<file path="src/rtl/router_pkg.sv">
// router_pkg -- shared definitions for the 1xN packet router.
//   state_t        : write-side FSM states
//   HDR_*          : header field positions and widths ({len, addr})
//   DEF_*          : default values for the router parameters
//   hdr_addr/len   : header field extraction helpers
package router_pkg;

   typedef enum logic [2:0] {
      DECODE,
      WAIT_EMPTY,
      LOAD_DATA,
      CHECK_PARITY,
      DROP
   } state_t;

   localparam int HDR_ADDR_LSB = 0;
   localparam int HDR_ADDR_W   = 2;
   localparam int HDR_LEN_LSB  = 2;
   localparam int HDR_LEN_W    = 6;

   localparam int DEF_NUM_PORTS  = 3;
   localparam int DEF_FIFO_DEPTH = 16;
   localparam int DEF_TIMEOUT    = 30;

   function automatic logic [HDR_ADDR_W-1:0] hdr_addr(input logic [7:0] hdr);
      return hdr[HDR_ADDR_LSB +: HDR_ADDR_W];
   endfunction

   function automatic logic [HDR_LEN_W-1:0] hdr_len(input logic [7:0] hdr);
      return hdr[HDR_LEN_LSB +: HDR_LEN_W];
   endfunction

endpackage

</file>
<file path="src/rtl/router_fifo.sv">
// router_fifo -- byte FIFO for one router output port.
// Ports:
//   clock, resetn    : rising-edge clock, synchronous active-low reset
//   flush            : empties the FIFO on the next edge (wins over rd/wr)
//   wr_en, wr_data   : write request and byte; ignored while full
//   rd_en, rd_data   : read request; head byte registered onto rd_data,
//                      ignored while empty (rd_data then holds)
//   empty, full      : occupancy flags
module router_fifo #(
   parameter int DEPTH = 16
) (
   input  logic       clock,
   input  logic       resetn,
   input  logic       flush,
   input  logic       wr_en,
   input  logic [7:0] wr_data,
   input  logic       rd_en,
   output logic [7:0] rd_data,
   output logic       empty,
   output logic       full
);

   localparam int AW = $clog2(DEPTH);

   // Extra MSB on each pointer distinguishes full from empty without a spare slot.
   logic [AW:0] wr_ptr;
   logic [AW:0] rd_ptr;
   logic [7:0]  mem [DEPTH];
   logic        wr_ok;
   logic        rd_ok;

   assign empty = (wr_ptr == rd_ptr);
   assign full  = (wr_ptr[AW] != rd_ptr[AW]) && (wr_ptr[AW-1:0] == rd_ptr[AW-1:0]);
   assign wr_ok = wr_en && !full && !flush;
   assign rd_ok = rd_en && !empty && !flush;

   always_ff @(posedge clock) begin
      if (!resetn) begin
         wr_ptr  <= '0;
         rd_ptr  <= '0;
         rd_data <= '0;
      end else if (flush) begin
         wr_ptr <= '0;
         rd_ptr <= '0;
      end else begin
         if (wr_ok) wr_ptr <= wr_ptr + 1'b1;
         if (rd_ok) begin
            rd_data <= mem[rd_ptr[AW-1:0]];
            rd_ptr  <= rd_ptr + 1'b1;
         end
      end
   end

   always_ff @(posedge clock) begin
      if (resetn && wr_ok) mem[wr_ptr[AW-1:0]] <= wr_data;
   end

endmodule

</file>
<file path="src/rtl/router_1xn.sv">
// router_1xn -- routes byte packets {hdr, payload..., parity} from one input
// to one of NUM_PORTS output FIFOs selected by the header address.
// Ports:
//   clock, resetn : rising-edge clock, synchronous active-low reset
//   data_in       : header, payload or parity byte
//   pkt_valid     : high for header/payload, low for the parity byte
//   read_enb      : per-port read request
//   data_out      : per-port registered byte, port k at [8k+7:8k]
//   valid_out     : per-port FIFO not empty
//   busy          : input byte not accepted this cycle
//   error         : parity mismatch on the last packet
//   drop          : one-cycle pulse when an invalid-address packet is discarded
// Optional feature: define ROUTER_SOFT_RESET_EN to flush a port whose data
// sits unread for TIMEOUT cycles.
//
// state        | meaning
// DECODE       | idle, header accepted when pkt_valid=1
// WAIT_EMPTY   | header held until the target FIFO drains
// LOAD_DATA    | payload/parity bytes written, stalls while FIFO full
// CHECK_PARITY | one cycle to register the parity result
// DROP         | bytes of an invalid-address packet discarded
module router_1xn
   import router_pkg::*;
#(
   parameter int NUM_PORTS  = DEF_NUM_PORTS,
   parameter int FIFO_DEPTH = DEF_FIFO_DEPTH,
   parameter int TIMEOUT    = DEF_TIMEOUT
) (
   input  logic                   clock,
   input  logic                   resetn,
   input  logic [7:0]             data_in,
   input  logic                   pkt_valid,
   input  logic [NUM_PORTS-1:0]   read_enb,
   output logic [8*NUM_PORTS-1:0] data_out,
   output logic [NUM_PORTS-1:0]   valid_out,
   output logic                   busy,
   output logic                   error,
   output logic                   drop
);

   state_t         state_q, state_d;
   logic [1:0]     addr_q;
   logic [7:0]     hdr_q;
   logic [7:0]     parity_q;
   logic [7:0]     rx_par_q;
   logic [1:0]     hdr_addr_in;
   logic           addr_bad;
   logic [NUM_PORTS-1:0] empty, full, flush, wr_en;
   // Padded to the full 2-bit address space so any address indexes safely.
   logic [3:0]     empty_all, full_all;
   logic           wr_go;
   logic [1:0]     wr_addr;
   logic [7:0]     wr_data;
   logic           hdr_take, par_take, last_take, drop_d;

   assign hdr_addr_in = hdr_addr(data_in);
   assign addr_bad    = ({1'b0, hdr_addr_in} >= 3'(NUM_PORTS));
   assign valid_out   = ~empty;

   always_comb begin
      empty_all = '1;
      full_all  = '0;
      for (int k = 0; k < NUM_PORTS; k++) begin
         empty_all[k] = empty[k];
         full_all[k]  = full[k];
      end
   end

`ifdef ROUTER_SOFT_RESET_EN
   localparam int TW = $clog2(TIMEOUT + 1);
   logic [TW-1:0] idle_cnt [NUM_PORTS];
   logic          flush_cur;

   for (genvar k = 0; k < NUM_PORTS; k++) begin : g_idle
      assign flush[k] = (idle_cnt[k] == TW'(TIMEOUT));
      always_ff @(posedge clock) begin
         if (!resetn)                         idle_cnt[k] <= '0;
         else if (flush[k])                   idle_cnt[k] <= '0;
         else if (valid_out[k] && !read_enb[k]) idle_cnt[k] <= idle_cnt[k] + 1'b1;
         else                                 idle_cnt[k] <= '0;
      end
   end

   always_comb begin
      flush_cur = 1'b0;
      for (int k = 0; k < NUM_PORTS; k++)
         if (addr_q == 2'(k)) flush_cur = flush[k];
   end
`else
   localparam int timeout_unused = TIMEOUT;
   assign flush = '0;
`endif

   always_comb begin
      state_d   = state_q;
      busy      = 1'b0;
      wr_go     = 1'b0;
      wr_addr   = addr_q;
      wr_data   = data_in;
      hdr_take  = 1'b0;
      par_take  = 1'b0;
      last_take = 1'b0;
      drop_d    = 1'b0;
      case (state_q)
         DECODE: begin
            if (pkt_valid) begin
               hdr_take = 1'b1;
               if (addr_bad) begin
                  state_d = DROP;
               end else if (empty_all[hdr_addr_in]) begin
                  wr_go   = 1'b1;
                  wr_addr = hdr_addr_in;
                  state_d = LOAD_DATA;
               end else begin
                  state_d = WAIT_EMPTY;
               end
            end
         end
         WAIT_EMPTY: begin
            busy = 1'b1;
            if (empty_all[addr_q]) begin
               wr_go   = 1'b1;
               wr_data = hdr_q;
               state_d = LOAD_DATA;
            end
         end
         LOAD_DATA: begin
            busy = full_all[addr_q];
            if (!full_all[addr_q]) begin
               wr_go = 1'b1;
               if (pkt_valid) begin
                  par_take = 1'b1;
               end else begin
                  last_take = 1'b1;
                  state_d   = CHECK_PARITY;
               end
            end
         end
         CHECK_PARITY: begin
            busy    = 1'b1;
            state_d = DECODE;
         end
         DROP: begin
            if (!pkt_valid) begin
               drop_d  = 1'b1;
               state_d = DECODE;
            end
         end
         default: state_d = DECODE;
      endcase
`ifdef ROUTER_SOFT_RESET_EN
      // Target port flushed under a packet in flight: discard the rest.
      // If this cycle already consumes the parity byte, the packet ends here.
      if (state_q == LOAD_DATA && flush_cur) begin
         wr_go     = 1'b0;
         par_take  = 1'b0;
         last_take = 1'b0;
         if (!busy && !pkt_valid) begin
            drop_d  = 1'b1;
            state_d = DECODE;
         end else begin
            state_d = DROP;
         end
      end
`endif
   end

   for (genvar k = 0; k < NUM_PORTS; k++) begin : g_port
      assign wr_en[k] = wr_go && (wr_addr == 2'(k));
      router_fifo #(.DEPTH(FIFO_DEPTH)) u_fifo (
         .clock   (clock),
         .resetn  (resetn),
         .flush   (flush[k]),
         .wr_en   (wr_en[k]),
         .wr_data (wr_data),
         .rd_en   (read_enb[k]),
         .rd_data (data_out[8*k +: 8]),
         .empty   (empty[k]),
         .full    (full[k])
      );
   end

   always_ff @(posedge clock) begin
      if (!resetn) begin
         state_q  <= DECODE;
         addr_q   <= '0;
         hdr_q    <= '0;
         parity_q <= '0;
         rx_par_q <= '0;
         error    <= 1'b0;
         drop     <= 1'b0;
      end else begin
         state_q <= state_d;
         drop    <= drop_d;
         if (hdr_take) begin
            hdr_q    <= data_in;
            addr_q   <= hdr_addr_in;
            parity_q <= data_in;
            error    <= 1'b0;
         end
         if (par_take)  parity_q <= parity_q ^ data_in;
         if (last_take) rx_par_q <= data_in;
         if (state_q == CHECK_PARITY) error <= (parity_q != rx_par_q);
      end
   end

endmodule

</file>
<file path="config.mk">
export PLATFORM = sky130hd
export DESIGN_NAME = router_1xn
export DESIGN_NICKNAME = d
export VERILOG_FILES = /design/src/rtl/router_pkg.sv /design/src/rtl/router_fifo.sv /design/src/rtl/router_1xn.sv
export SDC_FILE = /design/constraint.sdc
export NUM_CORES = 1
export LEC_CHECK = 0
export BUFFER_PORTS_ARGS = -buffer_cell sky130_fd_sc_hd__buf_2
export CAP_MARGIN = 20
export CORE_ASPECT_RATIO = 2
export CORE_UTILIZATION = 60
export DETAILED_ROUTE_END_ITERATION = 10
export MAX_ROUTING_LAYER = met4
export PLACE_DENSITY = 0.77
export SLEW_MARGIN = 15
export SYNTH_ARGS = -nofsm -noshare
export SYNTH_HDL_FRONTEND = slang
export SYNTH_SLANG_ARGS = --single-unit
</file>
<file path="constraint.sdc">
create_clock -name clock -period 4.8 [get_ports clock]
set_clock_uncertainty 0.15 [all_clocks]
set_input_delay 0.48 -clock clock [delete_from_list [all_inputs] [get_ports clock]]
set_output_delay 0.48 -clock clock [all_outputs]
set_load 0.05 [all_outputs]
</file>
==> impl_metrics.json <==
{
  "synth_cell_type_count": 63,
  "postCtsHoldBufs": 0,
  "endpoint_kind": "output port",
  "r2r_start": "g_port[0].u_fifo.rd_ptr[2]",
  "hpwl_mm": 27.44,
  "r2r-end": "g_port[2].u_fifo.mem[1][0]",
  "antenna_found_initial": 0,
  "drt_iter0_markers": 618,
  "cp_max_fo": 17,
  "wire_per_inst_um": 24.46,
  "rows": 91,
  "power_density_nw_per_um2": 471.1,
  "grt_pass1_wl_mm": 61.12,
  "seq_area_um2": 13200,
  "stdcell_area_um2": 21170,
  "worstMarginPinSlew_ns": 1.013,
  "clock_path_buffers": 3,
  "vias": 10070,
  "ant_nets": 0,
  "cts.sinks": 467,
  "first_global_vias": 10410,
  "n_fill_cell": 2066,
  "wl_met1_mm": 13.43,
  "gp_congestion": 0.9065,
  "r2r_slack_ns": 0.96,
  "synth_edf_count": 384,
  "drc": 0,
  "hold_violations": 0,
  "p_leak_uw": 0.006662,
  "dr.pass1.iters": 5,
  "clkTransAtPathRegs_ns": 0.07,
  "final-max-slew-violation-count": 0,
  "met2_length_mm": 22.07,
  "routed-wl-met3_mm": 1.562,
  "final_layout_size_suffix_gt1_share_pct": 25.92,
  "die_x_um": 128.0,
  "cp.arrival_ns": 3.25,
  "syn_area_um2": 19040,
  "die_h_um": 254.0,
  "max_slew_margin_pct": 32.47,
  "cts_repair_resize_count": 0,
  "crit_type": "reg2out",
  "avgViaCountPerCell": 6.148,
  "synthToLayoutAreaGrowth_pct": 11.14,
  "min_to": "hdr_q[5]",
  "drv_cap": 0,
  "multi_input_area_um2": 5549,
  "core-area_um2": 31080,
  "cts-htree-levels": 2,
  "max_clock_freq_mhz": 257.9,
  "nets": 1218,
  "synth_flop_cell": "edfxtp_1",
  "r2r_cells": 8,
  "fin_crit_ns": 3.877,
  "start_kind": "flip-flop",
  "synth.avg_cell_area_um2": 16.96,
  "start_util_pct": 61.27,
  "cts_root_buf": "clkbuf_16",
  "whs_path_depth": 3,
  "setup_viol": 0,
  "num_io_pins": 44,
  "synth_seq_cells": 467,
  "routed_wl_mm": 40.05,
  "top_layer": "met4",
  "syn-num-nets": 1152,
  "diodes": 0,
  "ys_async_sr_fraction_pct": 0,
  "yosysWarningCount": 0,
  "place_area_um2": 19920,
  "tritoncts": "built",
  "hold_start": "data_in[5]",
  "rsz0062_at_grt": "no",
  "numCtsBuffers": 39,
  "status": "completed",
  "worst_hold_path_type": "in2reg",
  "groute.usage.overall_pct": 26.89,
  "syn-instance-count": 1123,
  "period_share_pct": 80.78,
  "io_buffers": 43,
  "yosysSeqAreaShare_pct": 69.27,
  "fin_tns_setup_ns": 0,
  "postCtsSetupBuffers": 0,
  "grt_max_degree": 49,
  "worstSkewPairLatency_ns": 0.54,
  "required_ns": 4.17,
  "ir_drop_mv": 0.5414,
  "gr-total-overflow": 0,
  "die_area_um2": 32500
}
[area by class of cell]
| class | instances | area share (%) |
|---|---|---|
| sequential | 467 | 62.35 |
| multi-input combinational | 570 | 26.22 |
| clock buffer | 59 | 5.450 |
| timing repair buffer | 93 | 2.778 |
| tap | 418 | 2.471 |
| clock inverter | 12 | 0.4138 |
| inverter | 18 | 0.3192 |
[synth_stat cells (all sizes together) (8+ instances only)]
cell type	number	area share (%)
dfxtp	83	8.7
mux2i	15	0.79
o21ai	8	0.23
nand4	20	0.66
a21oi	57	1.5
xnor2	28	1.3
mux4	120	14
nor4b	9	0.59
nor3	16	0.53
clkbuf	44	0.87
edfxtp	384	61
xor2	12	0.55
nand3	9	0.24
buf	24	0.58
nand2	123	2.4
nor2	46	0.91
inv	18	0.35
a31o	8	0.37
nor4	18	0.72
ha	15	0.99
[registers in the layout (all words and copies together) (netlist names)]
| name | count |
|---|---|
| g_port.u_fifo.mem | 384 |
| drop | 1 |
| g_port.u_fifo.rd_data | 24 |
| hdr_q | 7 |
| rx_par_q | 8 |
| addr_q | 1 |
| error | 1 |
| g_port.u_fifo.rd_ptr | 15 |
| g_port.u_fifo.wr_ptr | 15 |
| parity_q | 8 |
| state_q | 3 |
[metrics by stage]
stage,hold slack (ns),std cells,power (µW),utilization (%),setup slack [ns]
detailed placement,0.2943,1565,6976,64.08,0.9653
global route,0.07134,1637,10310,68.09,0.6417
floorplan,0.2829,1123,6383,-,0.6360
CTS,0.05363,1636,10030,68.08,0.9115
finish,0.07634,1637,9970,68.09,0.9225
global placement,0.2882,1565,6919,64.08,1.116
[metal layers]
layer  up-vias  track usage, %
li1       4547               -
met1      5083           27.45
met5         -               -
met3       120           2.926
met4         0           17.88
met2       315           48.15
[kinds of logic (layout without fill, tap and decap cells)]
logic type               after synthesis  count (layout)  share of synthesized area [%]
XOR/XNOR                              40              40                          1.840
multiplexers                         141             141                          15.33
adder cells (fa/ha/maj)               15              15                         0.9855
AO/OA/AOI/OAI                         99              99                          3.390
flip-flops                           467             467                          69.27
AND/OR/NAND/NOR                      275             275                          7.371
buffers and inverters                 86             182                          1.807
[where the power goes]
group | internal, µW | total [µW] | switching, µW
Sequential | 4680 | 4780 | 102
Combinational | 747 | 2100 | 1350
Clock | 1720 | 3090 | 1370
[critical path, stage by stage, from the launching register on]
cell     delay (ns)
dfxtp_1        0.68
xnor2_1        0.21
nand4_1        0.28
o22ai_1        0.32
or2_2          0.20
nand2_1        0.36
a21oi_1        0.34
buf_2          0.31
[layout by cell type (no fill, tap or decap), types with 14 or more instances in the layout]
cell type | netlist | layout
edfxtp_1 | 384 | 384
nand2_1 | 122 | 122
mux4_2 | 120 | 120
dfxtp_1 | 83 | 80
a21oi_1 | 57 | 56
buf_4 | 0 | 49
nor2_1 | 46 | 46
buf_2 | 5 | 44
clkbuf_16 | 0 | 41
xnor2_1 | 28 | 28
nand4_1 | 20 | 20
inv_1 | 18 | 17
mux2i_1 | 15 | 15
ha_1 | 15 | 15
nor4_1 | 14 | 14
[how the worst max path moves through the flow]
| stage | startpoint | end | slack [ns] | cells past startpoint |
|---|---|---|---|---|
| 6_report | g_port[1].u_fifo.rd_ptr[3] | busy | 0.92 | 7 |
| 5_1_grt | g_port[0].u_fifo.rd_ptr[2] | g_port[2].u_fifo.mem[1][0] | 0.64 | 8 |
| 4_1_cts | g_port[1].u_fifo.rd_ptr[3] | busy | 0.91 | 7 |
| 3_5_place_dp | pkt_valid | g_port[2].u_fifo.mem[1][6] | 0.97 | 8 |
| 3_3_place_gp | pkt_valid | g_port[2].u_fifo.mem[0][4] | 1.12 | 8 |
| 2_1_floorplan | g_port[1].u_fifo.rd_ptr[1] | g_port[0].u_fifo.mem[0][0] | 0.64 | 7 |
(Power assumes the default switching activity.)
